### config.mk
export PLATFORM = sky130hd
export DESIGN_NAME = vector_xing_rx_arb
export DESIGN_NICKNAME = d
export VERILOG_FILES = /design/src/rtl/vector_xing_pkg.sv /design/src/rtl/toggle_sync.sv /design/src/rtl/vector_xing_rx_arb.sv
export SDC_FILE = /design/constraint.sdc
export NUM_CORES = 1
export LEC_CHECK = 0
export ABC_CLOCK_PERIOD_IN_PS = 5600
export CAP_MARGIN = 20
export CORE_UTILIZATION = 48
export CTS_CLUSTER_DIAMETER = 200
export DETAILED_ROUTE_END_ITERATION = 12
export GPL_TIMING_DRIVEN = 0
export PLACE_DENSITY = 0.84
export SLEW_MARGIN = 20
export SYNTH_ARGS = -nofsm -noshare
export SYNTH_HDL_FRONTEND = slang
export SYNTH_SLANG_ARGS = --single-unit
### constraint.sdc
create_clock -name clk -period 5.6 [get_ports clk]
set_clock_uncertainty 0.2 [all_clocks]
set_input_delay 1.68 -clock clk [delete_from_list [all_inputs] [get_ports clk]]
set_output_delay 1.68 -clock clk [all_outputs]
set_load 0.1 [all_outputs]
### src/rtl/vector_xing_pkg.sv
// Shared constants and width helpers for the vector_xing receive arbiter.
package vector_xing_pkg;

    localparam int COUNT_WIDTH = 16;

    // Index width that stays legal (>=1 bit) even for a single channel.
    function automatic int clog2_min1(input int n);
        return ($clog2(n) > 1) ? $clog2(n) : 1;
    endfunction

endpackage

### src/rtl/toggle_sync.sv
// Multi-flop synchroniser for a single request-toggle bit, async active-high reset.
module toggle_sync #(
    parameter int SYNC_STAGES = 2
) (
    input  logic clk,
    input  logic reset,
    input  logic d,
    output logic q
);

    logic [SYNC_STAGES-1:0] sync_ff;

    always_ff @(posedge clk or posedge reset) begin
        if (reset) begin
            sync_ff <= '0;
        end else begin
            sync_ff <= {sync_ff[SYNC_STAGES-2:0], d};
        end
    end

    assign q = sync_ff[SYNC_STAGES-1];

endmodule

### src/rtl/vector_xing_rx_arb.sv
// Multi-channel toggle-handshake receiver: sync, round-robin capture, FWFT output FIFO.
// Optional per-channel capture counters on ocount when VECTOR_XING_RX_ARB_COUNT_EN is defined.
module vector_xing_rx_arb
    import vector_xing_pkg::*;
#(
    parameter int NUM_CHAN    = 4,
    parameter int DATA_WIDTH  = 32,
    parameter int FIFO_DEPTH  = 8,
    parameter int SYNC_STAGES = 2,
    localparam int CHAN_W     = clog2_min1(NUM_CHAN),
    localparam int LEVEL_W    = $clog2(FIFO_DEPTH) + 1
) (
    input  logic                            clk,
    input  logic                            reset,
    input  logic [NUM_CHAN-1:0]             req_tgl,
    input  logic [NUM_CHAN*DATA_WIDTH-1:0]  req_data,
    output logic [NUM_CHAN-1:0]             ack_tgl,
    output logic [DATA_WIDTH-1:0]           odata,
    output logic [CHAN_W-1:0]               ochan,
    output logic                            ovalid,
    input  logic                            oready,
    output logic [LEVEL_W-1:0]              olevel,
    output logic [NUM_CHAN*COUNT_WIDTH-1:0] ocount
);

    localparam int ADDR_W = $clog2(FIFO_DEPTH);
    localparam logic [ADDR_W:0] PTR_ONE = 1;

    logic [NUM_CHAN-1:0]   req_sync;
    logic [NUM_CHAN-1:0]   pending;
    logic [DATA_WIDTH-1:0] data_arr [NUM_CHAN];

    for (genvar c = 0; c < NUM_CHAN; c++) begin : g_chan
        toggle_sync #(.SYNC_STAGES(SYNC_STAGES)) u_sync (
            .clk   (clk),
            .reset (reset),
            .d     (req_tgl[c]),
            .q     (req_sync[c])
        );
        assign data_arr[c] = req_data[c*DATA_WIDTH +: DATA_WIDTH];
    end

    assign pending = req_sync ^ ack_tgl;

    logic [CHAN_W-1:0] last_grant;
    logic [CHAN_W-1:0] grant;
    logic [CHAN_W-1:0] cand;
    logic              grant_vld;

    always_comb begin
        grant     = last_grant;
        grant_vld = 1'b0;
        cand      = '0;
        for (int i = 1; i <= NUM_CHAN; i++) begin
            cand = CHAN_W'((int'(last_grant) + i) % NUM_CHAN);
            if (!grant_vld && pending[cand]) begin
                grant     = cand;
                grant_vld = 1'b1;
            end
        end
    end

    // Storage FIFO plus a registered head stage; olevel counts both together.
    logic [DATA_WIDTH-1:0] mem_data [FIFO_DEPTH];
    logic [CHAN_W-1:0]     mem_chan [FIFO_DEPTH];
    logic [ADDR_W:0]       wr_ptr;
    logic [ADDR_W:0]       rd_ptr;
    logic [ADDR_W:0]       mem_level;
    logic                  capture;
    logic                  pop;
    logic                  load;

    assign mem_level = wr_ptr - rd_ptr;
    assign olevel    = mem_level + LEVEL_W'(ovalid);
    assign capture   = grant_vld && (olevel < LEVEL_W'(FIFO_DEPTH));
    assign pop       = ovalid && oready;
    assign load      = (mem_level != '0) && (!ovalid || pop);

    always_ff @(posedge clk) begin
        if (capture) begin
            mem_data[wr_ptr[ADDR_W-1:0]] <= data_arr[grant];
            mem_chan[wr_ptr[ADDR_W-1:0]] <= grant;
        end
    end

    always_ff @(posedge clk or posedge reset) begin
        if (reset) begin
            wr_ptr     <= '0;
            rd_ptr     <= '0;
            ack_tgl    <= '0;
            last_grant <= CHAN_W'(NUM_CHAN - 1);
            ovalid     <= 1'b0;
            odata      <= '0;
            ochan      <= '0;
        end else begin
            if (capture) begin
                wr_ptr         <= wr_ptr + PTR_ONE;
                ack_tgl[grant] <= ~ack_tgl[grant];
                last_grant     <= grant;
            end
            if (load) begin
                odata  <= mem_data[rd_ptr[ADDR_W-1:0]];
                ochan  <= mem_chan[rd_ptr[ADDR_W-1:0]];
                rd_ptr <= rd_ptr + PTR_ONE;
                ovalid <= 1'b1;
            end else if (pop) begin
                ovalid <= 1'b0;
            end
        end
    end

`ifdef VECTOR_XING_RX_ARB_COUNT_EN
    logic [COUNT_WIDTH-1:0] cap_cnt [NUM_CHAN];

    always_ff @(posedge clk or posedge reset) begin
        if (reset) begin
            for (int c = 0; c < NUM_CHAN; c++) begin
                cap_cnt[c] <= '0;
            end
        end else if (capture) begin
            cap_cnt[grant] <= cap_cnt[grant] + COUNT_WIDTH'(1);
        end
    end

    for (genvar c = 0; c < NUM_CHAN; c++) begin : g_cnt
        assign ocount[c*COUNT_WIDTH +: COUNT_WIDTH] = cap_cnt[c];
    end
`else
    assign ocount = '0;
`endif

endmodule

# --- Word level (Yosys, flattened, before mapping) ---
# Memories as Yosys holds them, arrays and structs flattened. A register that Yosys moved wholly into a read port is not among the register bits.
# Cells that the tools add are included.
totals:
  n_memories: 2
  reg_bits: 23
  output_inout_bits: 107
  input_bits: 135
  ramBits: 272
op_classes:
  n_lt_le_gt_ge: 8
  addsub: 8
  mux: 28
  n_reduce_logical: 14
  bitwise: 3
mem_list:
  columns: ["name", "words", "word_bits", "rd", "rd_clocked_by_memory_dff", "write_ports", "line_no", "rtl"]
  rows:
  - ["mem_data", 8, 32, 1, 1, 1, "vector_xing_rx_arb.sv:64", "logic [DATA_WIDTH-1:0] mem_data [FIFO_DEPTH];"]
  - ["mem_chan", 8, 2, 1, 1, 1, "vector_xing_rx_arb.sv:65", "logic [CHAN_W-1:0] mem_chan [FIFO_DEPTH];"]
op_table:
  columns: ["operator", "n"]
  rows:
  - ["$bmux 32 s2", 1]
  - ["$mux 32", 2]
  - ["$lt 2x3->1 const B", 5]
  - ["$mux 1", 14]
  - ["$bmux 1 s2", 5]
  - ["$add 4x1->4 const B", 2]
  - ["$mux 2", 4]
  - ["$logic_and 1x1->1", 7]
  - ["$add 2x1->2 const B", 2]
  - ["$add 2x2->2 const B", 2]
  - ["$add 4x1->4", 1]
  - ["$bwmux 4", 1]
  - ["$logic_not 1->1", 4]
  - ["$lt 4x4->1 const B", 1]
  - ["$reduce_bool 4->1", 1]
  - ["$sub 4x4->4", 1]
  - ["$xor 4x4->4", 1]
  - ["$ge 3x3->1 const B", 1]
  - ["$not 2->3", 1]
  - ["$demux 1 s2", 1]
  - ["$ge 2x1->1 const B", 1]
  - ["$reduce_bool 2->1", 1]
  - ["$logic_or 1x1->1", 1]
  - ["$not 1->1", 1]

# --- Longest topological paths before layout ---
logic_depth:
  word_depth: 18
  mapped_depth: 11
  ltp_nobuf: 10

# --- By module ---
# Synthesis repeated with hierarchy kept, for this count alone.
unflattened:
  hier_cells: 826
  hier_area_um2: 14099.8
modules_own_cells:
  columns: ["module", "cells_per_inst", "instances", "area_per_inst_um2"]
  rows:
  - ["vector_xing_rx_arb", 814, 1, 13884.6]
  - ["toggle_sync", 3, 4, 53.8]

# --- Worst setup path after synthesis ---
# No wires, ideal clock.
synth_timing:
  kind: "register to register"
  startpoint: "register rd_ptr[1]"
  endpoint: "memory mem_chan[4][0] (netlist bit) (enable)"
  n_path_buf: 3
  setup_time_ps: 475
  t_arrival_ps: 5562
  path_stages_with_launch: 12
  setup_slack_ps: -637
  path_cell_list: "dfrtp_1 -> clkbuf_1 -> clkbuf_1 -> inv_1 -> fa_1 -> xnor2_1 -> nand3b_1 -> xnor3_1 -> nor2_4 -> buf_6 -> nand2_2 -> nor3b_1"
synth_via:
  elab_chain_len: 6
synth_lines:
  columns: ["item", "line_no", "rtl"]
  rows:
  - ["from (decl)", "vector_xing_rx_arb.sv:67", "logic [ADDR_W:0] rd_ptr;"]
  - ["from (signal assigned)", "vector_xing_rx_arb.sv:104", "rd_ptr <= rd_ptr + PTR_ONE;"]
  - ["$sub 4x4->4", "vector_xing_rx_arb.sv:73", "assign mem_level = wr_ptr - rd_ptr;"]
  - ["$add 4x1->4", "vector_xing_rx_arb.sv:74", "assign olevel = mem_level + LEVEL_W'(ovalid);"]
  - ["net olevel[3]", "vector_xing_rx_arb.sv:22", "output logic [LEVEL_W-1:0] olevel,"]
  - ["$lt 4x4->1", "vector_xing_rx_arb.sv:75", "assign capture = grant_vld && (olevel < LEVEL_W'(FIFO_DEPTH));"]
  - ["$logic_and 1x1->1", "vector_xing_rx_arb.sv:75", null]
  - ["$mux 1", "vector_xing_rx_arb.sv:80", "if (capture) begin"]
  - ["$mux 1 (not written as such)", "vector_xing_rx_arb.sv:82", "mem_chan[wr_ptr[ADDR_W-1:0]] <= grant;"]
  - ["to (decl)", "vector_xing_rx_arb.sv:65", null]
# The timed path passes the listed nets, and every way through them passes these cells.

# --- Worst setup path after layout ---
layout_timing:
  startpoint: "register rd_ptr[2]"
  endpoint: "output port olevel[3]"
layout_via:
  elab_chain_len: 2
layout_lines:
  columns: ["item", "line_no"]
  rows:
  - ["$sub 4x4->4", "vector_xing_rx_arb.sv:73"]
  - ["$add 4x1->4", "vector_xing_rx_arb.sv:74"]
  - ["to (decl)", "vector_xing_rx_arb.sv:22"]
# Every way passes these cells.

==> flow_metrics.py <==
metrics = {
    "outcome": {
        "status": "completed",
    },
    "worst_setup_path": {
        "crit_required_ps": 3720,
        "path_max_fanout": 10,
        "startpoint_type": "flip-flop",
        "path_cells": "clkinvlp_4, clkbuf_1, ha_1, xnor2_1, nand3b_1, xnor3_1, buf_4",
        "crit_slowest_cell": "dfrtp_2",
        "arrival_ps": 3470,
        "critPathKind": "reg -> out",
        "slowest_delay_ps": 540,
        "cp-end-kind": "output pin",
    },
    "cts": {
        "htree_levels": 1,
        "cts-root-buf": "clkbuf_16",
        "clock_latency_ps": 570,
        "cts_buffer_depth": 3,
        "cts.sinks": 329,
        "cts_tree": "yes",
        "clkTransAtPathRegs_ps": 70,
        "cts_buffers": 30,
    },
    "yosys": {
        "netlist.top_cell.by_area": "edfxtp_1",
        "synthSimpleGateAreaFrac_pct": 4.118,
        "yosys-top-cells-area": "edfxtp_1, mux4_2, dfrtp_1",
        "ys_ff_latch": 329,
        "yosys_warnings": 0,
        "synth_area_um2": 14070,
        "synthAdderAreaFrac_pct": 0.7649,
        "yosysSeqAreaShare_pct": 68.21,
        "synth_mux_area_share_pct": 17.88,
        "synth.avg_cell_area_um2": 17.14,
        "synth_xor_area_share_pct": 1.450,
        "synth-compound-area-share_pct": 2.152,
        "yosys.cell_types.count": 45,
        "netlist.area_leader.share_pct": 58.06,
        "synth_top_family_by_area": "multiplexers",
        "synth_cells": 821,
    },
    "cells_and_area": {
        "nNetsFinal": 1255,
        "syn_to_final_growth_pct": 27.81,
        "final_common_cell": "edfxtp_1",
        "antenna_cells": 0,
        "fillers": 1923,
        "layout_common_cells": "edfxtp_1, clkdlybuf4s50_1, mux2i_1",
        "drive_gt1_share_pct": 22.01,
        "postLayoutCoreUtil_pct": 62.48,
    },
    "placed_design": {
        "gp_congestion": 0.7510,
        "dpl.hpwl_um": 22540,
        "pre_cts_ws_ps": -542.0,
        "io_buffer_count": 177,
    },
    "die": {
        "fp.dieH_um": 173.2,
        "core_area_um2": 28780,
        "die_w_um": 173.2,
        "io_pins": 242,
        "row_count": 62,
        "start_util_pct": 48.88,
        "die-area_um2": 30000,
    },
    "global_route": {
        "grt_overflow": 0,
        "grt_pass1_vias": 8840,
        "grt_usage_pct": 23.37,
        "grt_max_degree": 41,
        "antenna_found_initial": 0,
        "grt_pass1_wl_um": 52210,
    },
    "job": {
        "maxCapViolations": 0,
    },
    "routing": {
        "met2_length_um": 17890,
        "wl_met3_um": 2897,
        "vias_per_cell": 5.520,
        "wl_per_cell_um": 22.65,
        "drtAntennaViolNets": 0,
        "wl_um": 34430,
        "drtIter0Drc": 659,
        "wl_met1_um": 12240,
        "highest_layer": "met4",
        "drt-pass1-iter-count": 5,
        "vias": 8390,
        "drc_errors": 0,
    },
    "timing": {
        "post-route-period-util_pct": 95.54,
        "fin_ws_ps": 250.0,
        "final.setup.tns_ps": 0,
        "hold_viol": 0,
        "rsz0062_at_grt": "false",
        "period_minus_slack_ps": 5350,
        "max_freq_ghz": 0.1869,
        "setup_viol": 0,
        "worst_pin_slew_ps": 1068,
        "drv_slew": 0,
        "maxSlewHeadroom_pct": 28.58,
    },
    "min_path": {
        "hold_path_class": "reg -> reg",
    },
}
-- worst max-delay path, delay by kind of cell, from the launching register on --
kind                       cells  cell delay, ps
buffers and inverters          3            1110
xor gates and xnor gates       2             680
DFF                            1             540
adders and majority gates      1             400
and+or+nand+nor                1             190
-- registers in the layout (all words and copies together), names as in the netlist --
register and cells:
mem_data 256, odata 32, mem_chan 16, g_chan.u_sync.sync_ff 8, ack_tgl 4, rd_ptr 4, wr_ptr 4, last_grant 2
ochan 2, ovalid 1
-- synthesized netlist by cell type, drive strengths merged --
library cell and instances:
fa 1, edfxtp 272, nor3 2, a21o 1, o21ai 2, buf 90
inv 8, nand3 2, a211o 1, dfrtp 55, nor4 1, clkbuf 19
nor2 40, clkinv 1, nand2 79, mux2i 96, nand4 2, o2bb2ai 2
a21oi 1, ha 7, xnor2 15, conb 1, mux4 68, nand4b 1
nor3b 4, a31oi 36, a211oi 1, xnor3 1, mux2 2, nand3b 2
o221ai 1, xor2 4, nor2b 1, dfstp 2
-- final cells by class --
class	instances	area, µm²	share of cell area, %
flip-flops and latches	329	9598	53.38
clock inverters	15	191.4	1.065
plain buffers	108	723.2	4.022
inverters	9	40.04	0.2227
multi-input cells	437	4009	22.29
repair buffers	197	2116	11.77
clock buffers	41	823.3	4.579
well taps	384	480.5	2.672
-- per-stage QoR --
stage          instances  hold slack [ps]  area (µm²)
5_1_grt             1520            161.0       17980
3_5_place_dp        1465            136.4       16960
2_1_floorplan        884            131.2       14320
3_3_place_gp        1445            132.4       16570
6_report            1520            151.3       17980
4_1_cts             1520            151.5       17970
-- layer usage --
metal	track usage [%]	up-vias
li1	-	3603
met1	27.69	4121
met2	41.95	551
met3	3.936	115
met4	10.18	0
met5	0	-
-- logic make-up after synthesis --
kind of cell / after synthesis
AOI/OAI and AO/OA: 45
xor gates and xnor gates: 20
adders and majority gates: 8
buffers and inverters: 118
DFF: 329
muxes: 166
other: 1
and+or+nand+nor: 134
-- path summary, 6_finish.rpt --
| path | from | end | slack (ps) | cells past startpoint |
|---|---|---|---|---|
| min in group asynchronous | reset | odata[28] | 1230 | 2 |
| hold reg to reg | g_chan[1].u_sync.sync_ff[0] | g_chan[1].u_sync.sync_ff[1] | 150 | 0 |
| setup reg to reg | rd_ptr[2] | mem_data[4][14] | 810 | 12 |
| max in group asynchronous | reset | last_grant[0] | 3380 | 3 |
| hold / removal | g_chan[1].u_sync.sync_ff[0] | g_chan[1].u_sync.sync_ff[1] | 150 | 0 |
| setup / recovery | rd_ptr[2] | olevel[3] | 250 | 7 |
-- repair_timing --
item	CTS	global route
pin swaps	0	0
hold buffers	0	0
endpoints found under the setup margin	3	2
gates resized for setup	12	4
setup buffers	0	0
Power is not shown: default switching activity piles up to over one toggle a cycle in this logic, so the estimate is an artifact.
